==> src/rtl/Purple_Jade_pkg.sv <==
// Shared physical-register parameters for rename, ROB and the register file.
// NUM_ARCH_REG must match the register-file valid reset image (pregs 0..NUM_ARCH_REG-1 live at reset).
package Purple_Jade_pkg;

    localparam int NUM_PHYS_REG = 128;
    localparam int NUM_ARCH_REG = 16;
    localparam int PREG_W       = $clog2(NUM_PHYS_REG);

    typedef logic [PREG_W-1:0] preg_id_t;

endpackage

==> src/rtl/phys_reg_free_list.sv <==
// Circular free list of physical register IDs: one allocation and one free per cycle,
// with flush rollback of speculative allocations to the committed head.
module phys_reg_free_list
    import Purple_Jade_pkg::*;
#(
    parameter int FL_DEPTH = NUM_PHYS_REG
) (
    input  logic                         clk_i,
    input  logic                         reset_i,
    output logic                         alloc_v_o,
    output preg_id_t                     alloc_preg_o,
    input  logic                         alloc_yumi_i,
    input  logic                         rob_phys_valid_i,
    input  preg_id_t                     rob_phys_reg_cl_i,
    input  logic                         rob_commit_alloc_i,
    input  logic                         flush_i,
    output logic [$clog2(FL_DEPTH):0]    free_count_o
);

    localparam int IDX_W    = $clog2(FL_DEPTH);
    localparam int PTR_W    = IDX_W + 1;
    localparam int NUM_FREE = NUM_PHYS_REG - NUM_ARCH_REG;

    preg_id_t               ring_q [FL_DEPTH];
    logic [PTR_W-1:0]       head_q, head_d;
    logic [PTR_W-1:0]       commit_head_q, commit_head_d;
    logic [PTR_W-1:0]       tail_q, tail_d;
    logic                   alloc_v_q, alloc_v_d;
    preg_id_t               alloc_preg_q, alloc_preg_d;
    logic [PTR_W-1:0]       free_count_q, free_count_d;
    logic                   alloc_fire_s;

    // Next-state pointers and the registered view of the new head.
    always_comb begin
        alloc_fire_s  = alloc_v_q & alloc_yumi_i & ~flush_i;
        commit_head_d = commit_head_q + PTR_W'(rob_commit_alloc_i);
        tail_d        = tail_q + PTR_W'(rob_phys_valid_i);
        if (flush_i) begin
            head_d = commit_head_d;
        end else begin
            head_d = head_q + PTR_W'(alloc_fire_s);
        end
        alloc_v_d    = (head_d != tail_d);
        free_count_d = tail_d - head_d;
        // The slot being written this cycle can only alias the new head when the list was empty.
        if (rob_phys_valid_i && (tail_q[IDX_W-1:0] == head_d[IDX_W-1:0])) begin
            alloc_preg_d = rob_phys_reg_cl_i;
        end else begin
            alloc_preg_d = ring_q[head_d[IDX_W-1:0]];
        end
    end

    // Pointer and output registers.
    always_ff @(posedge clk_i) begin
        if (reset_i) begin
            head_q        <= {PTR_W{1'b0}};
            commit_head_q <= {PTR_W{1'b0}};
            tail_q        <= PTR_W'(NUM_FREE);
            alloc_v_q     <= (NUM_FREE != 0);
            alloc_preg_q  <= preg_id_t'(NUM_ARCH_REG);
            free_count_q  <= PTR_W'(NUM_FREE);
        end else begin
            head_q        <= head_d;
            commit_head_q <= commit_head_d;
            tail_q        <= tail_d;
            alloc_v_q     <= alloc_v_d;
            alloc_preg_q  <= alloc_preg_d;
            free_count_q  <= free_count_d;
        end
    end

    // Ring storage: reset image holds every non-architectural preg in ascending order.
    always_ff @(posedge clk_i) begin
        if (reset_i) begin
            for (int i = 0; i < FL_DEPTH; i++) begin
                ring_q[i] <= (i < NUM_FREE) ? preg_id_t'(NUM_ARCH_REG + i) : preg_id_t'(0);
            end
        end else if (rob_phys_valid_i) begin
            ring_q[tail_q[IDX_W-1:0]] <= rob_phys_reg_cl_i;
        end else begin
            ring_q <= ring_q;
        end
    end

    assign alloc_v_o    = alloc_v_q;
    assign alloc_preg_o = alloc_preg_q;
    assign free_count_o = free_count_q;

`ifndef SYNTHESIS
    logic [PTR_W-1:0] occupancy_s;
    assign occupancy_s = tail_q - commit_head_q;

    a_free_overflow: assert property (@(posedge clk_i) disable iff (reset_i)
        rob_phys_valid_i |-> (occupancy_s != PTR_W'(FL_DEPTH)));
    a_yumi_empty: assert property (@(posedge clk_i) disable iff (reset_i)
        alloc_yumi_i |-> alloc_v_q);
    a_commit_empty: assert property (@(posedge clk_i) disable iff (reset_i)
        rob_commit_alloc_i |-> (commit_head_q != head_q));
`endif

endmodule

==> config.mk <==
export PLATFORM = sky130hd
export DESIGN_NAME = phys_reg_free_list
export DESIGN_NICKNAME = d
export VERILOG_FILES = /design/src/rtl/Purple_Jade_pkg.sv /design/src/rtl/phys_reg_free_list.sv
export SDC_FILE = /design/constraint.sdc
export NUM_CORES = 2
export LEC_CHECK = 0
export CAP_MARGIN = 20
export CORE_UTILIZATION = 25
export CTS_BUF_LIST = sky130_fd_sc_hd__clkbuf_16
export CTS_CLUSTER_SIZE = 24
export DETAILED_ROUTE_END_ITERATION = 6
export HOLD_SLACK_MARGIN = 0.12
export RECOVER_POWER = 50
export SETUP_SLACK_MARGIN = 0.05
export SYNTH_ARGS = -nofsm -noshare
export SYNTH_HDL_FRONTEND = slang
export SYNTH_SLANG_ARGS = --single-unit
==> constraint.sdc <==
create_clock -name clk_i -period 14 [get_ports clk_i]
set_input_delay 2.8 -clock clk_i [delete_from_list [all_inputs] [get_ports clk_i]]
set_output_delay 2.8 -clock clk_i [all_outputs]
set_load 0.02 [all_outputs]
==> flow_summary.yaml <==
finish:
  syn_to_final_growth_pct: 11.8
  fin_area_mm2: 0.0480
  layout.cells.non_filler: 7449
  drive_above_1_share: 0.0667
  layout_commonest_cell: "nand2_1"
  layout_common_cells: "nand2_1 (1,642), dfxtp_1 (936), a21oi_1 (434)"
  num-nets-final: 5166
floorplanning:
  dieArea_mm2: 0.173
  rows: 151
  die_h_um: 416
  coreArea_mm2: 0.170
  die_x_um: 416
  initial_core_util: 0.253
  ios: 29
sta:
  fin_ws_ns: 3.76
  worst_pin_slew_ns: 6.65
  finalClockSkew_ns: 0.0300
  setup_tns_ns: 0
  slew_violations: 232
  final.period_utilization: 0.732
  max_freq_ghz: 0.0976
  finalHoldViolations: 0
  rsz0062_at_grt: "no"
  relSlewSlack: -3.44
  fin_crit_ns: 10.24
  finalSetupViolCount: 0
cts:
  post-cts-setup-buffers: 0
  cts_sinks: 936
  htreeDepth: 3
  clk_pin_slew_ns: 0.06
  hold_buffers: 0
  tritoncts: "yes"
  cts_buffers: 104
  ctsResizeCount: 0
  cts_buffer_depth: 3
  clk_latency_ns: 0.71
  cts_root_buf: "clkbuf_16"
power_and_ir_drop:
  power_frac_comb: 0.092
  p_seq_frac: 0.451
  p_total_mw: 5.95
  leakage_nw: 17.1
  powerDensity_mw_per_mm2: 124
  intPower_mw: 4.37
  switching_power_mw: 1.57
  clkPwrFrac: 0.457
  ir_drop_mv: 0.0942
  swShare: 0.264
placement:
  placed_area_mm2: 0.0447
  dp_hpwl_um: 90100
  pre_cts_ws_ns: 5.45
  globalplace.congestion: 0.879
  place_inst: 7253
  io_buffers: 28
logic_synthesis:
  ys_warn_count: 0
  synth_area_per_cell_um2: 7.99
  synth_edf_count: 0
  yosys.cell_types.count: 75
  synth.area.top_cells: "dfxtp_1 (44%), nand2_1 (14%), a21oi_1 (5.1%)"
  synth_top_area_share: 0.437
  synthArstFlopShare: 0
  netlist.top_cell.by_area: "dfxtp_1"
  ys_seq_elements: 936
  syn-instance-count: 5369
  syn_nets: 5394
  synthesis.area_mm2: 0.0429
  ys.flop_type: "dfxtp_1"
  ys_seq_area_frac: 0.437
route:
  postRouteAntennaNets: 0
  wire_per_inst_um: 19.9
  drc_errors: 0
  drt_iter0_drc: 4893
  vias: 38800
  wl_um: 148000
  vias_per_cell: 5.20
  drt_first_pass_iters: 6
worst_setup_path:
  cp_common_cell: "clkbuf_1"
  crit_type: "in2reg"
  critPathArrivalTime_ns: 10.78
  path_cells: "clkbuf_1 > clkbuf_1 > buf_4 > nor2_1"
  cp-end-kind: "register"
  crit_slowest_cell: "clkbuf_1"
  crit_required_ns: 14.53
  cp_slowest_stage_delay_ns: 4.53
  crit_family: "buffers and inverters"
  startpoint_type: "input port"
  worstPathMaxFanout: 161
  worst-path-buf-inv: 3
global_routing:
  antenna_found_initial: 2
  grt_pass1_wl_um: 225000
  overflow: 0
  grt_max_degree: 162
  grt_pass1_vias: 36200
  gr-usage-all-layers: 0.165
run_status:
  violations: "capacitance limit, slew limit"
  status: "complete, but fails checks"
worst_hold_path:
  hp-class: "reg2reg"
flow_run:
  cap_violations: 2
registers in the layout (all words and copies together) (netlist names):
| register | cells |
|---|---|
| ring_q | 896 |
| commit_head_q | 8 |
| free_count_o | 8 |
| head_q | 8 |
| tail_q | 8 |
| alloc_preg_o | 7 |
| alloc_v_o | 1 |
cell type report:
class | instances | area, µm²
well taps | 2218 | 2780
multi-input cells | 3984 | 22200
clock inverters | 89 | 696
fillers | 18100 | 122000
flip-flops and latches | 936 | 18700
diodes | 1 | 2.50
clock buffers | 106 | 2650
inverters | 13 | 55.1
repair buffers | 102 | 848
routing by layer:
metal  routed length [µm]  vias to the layer above  global-route usage
li1                     -                    17900                   -
met1                62700                    18800               0.222
met2                67000                     1743               0.261
met3                12700                      272              0.0262
met4                 5900                        0              0.0692
met5                    0                        -                   0
worst register-to-register path, delay by kind of cell, from the launching register on:
family                     cells  cell delay (ns)
buffers and inverters          2             1.23
adders and majority gates      2             0.51
muxes                          2             1.08
DFF                            1             0.32
and+or+nand+nor                2             0.37
AOI/OAI and AO/OA              4             1.38
cells in the mapped netlist (all sizes together) (2+ instances only):
cell type and number:
nand3 238, nand4 19, ha 11, a311oi 20, o31ai 8, nand2 1642
maj3 4, a22o 5, a22oi 9, nor4b 2, or2 2, o22ai 34
a21oi 434, and4 2, nand2b 15, mux2i 160, nor2 275, a32oi 4
xnor2 19, o221a 10, nand4b 3, o211ai 11, and3 37, nor3 25
dfxtp 936, a311o 7, a221oi 24, a211oi 2, a211o 199, a32o 13
or3 4, xor2 15, o32ai 2, a31oi 40, nand3b 220, nor2b 190
clkbuf 302, buf 134, mux4 59, o21ai 187, and2 6, mux2 16
inv 13
stage by stage:
stage / util / hold slack [ns]
after floorplan: - / 0.430
after global placement: 0.263 / 0.438
after detailed placement: 0.263 / 0.443
after CTS: 0.283 / 0.451
after global routing: 0.283 / 0.465
final: 0.283 / 0.450
kinds of logic after synthesis:
family | count (synthesis) | synth area share
AO/OA/AOI/OAI | 1016 | 0.150
XOR/XNOR | 34 | 0.00711
adder cells (fa/ha/maj) | 16 | 0.00461
buffers and inverters | 449 | 0.0475
flip-flops | 936 | 0.437
multiplexers | 235 | 0.0739
AND/OR/NAND/NOR | 2683 | 0.280
path summary, 6_finish.rpt:
kind,from,slack (ns),end,depth (start not counted)
hold reg to reg,ring_q[753],0.45,ring_q[753],2
setup / recovery,reset_i,3.76,head_q[1],4
setup reg to reg,alloc_v_o,9.00,alloc_preg_o[3],12
hold / removal,ring_q[753],0.45,ring_q[753],2
power by group through the flow:
| stage | sequential (mW) | combinational, mW | clock [mW] |
|---|---|---|---|
| floorplan | 2.74 | 0.345 | 0 |
| global placement | 2.74 | 0.537 | 0 |
| detailed placement | 2.74 | 0.536 | 0 |
| CTS | 2.68 | 0.537 | 2.74 |
| global route | 2.68 | 0.570 | 2.86 |
| finish | 2.68 | 0.549 | 2.72 |
(Power assumes the default switching activity.)
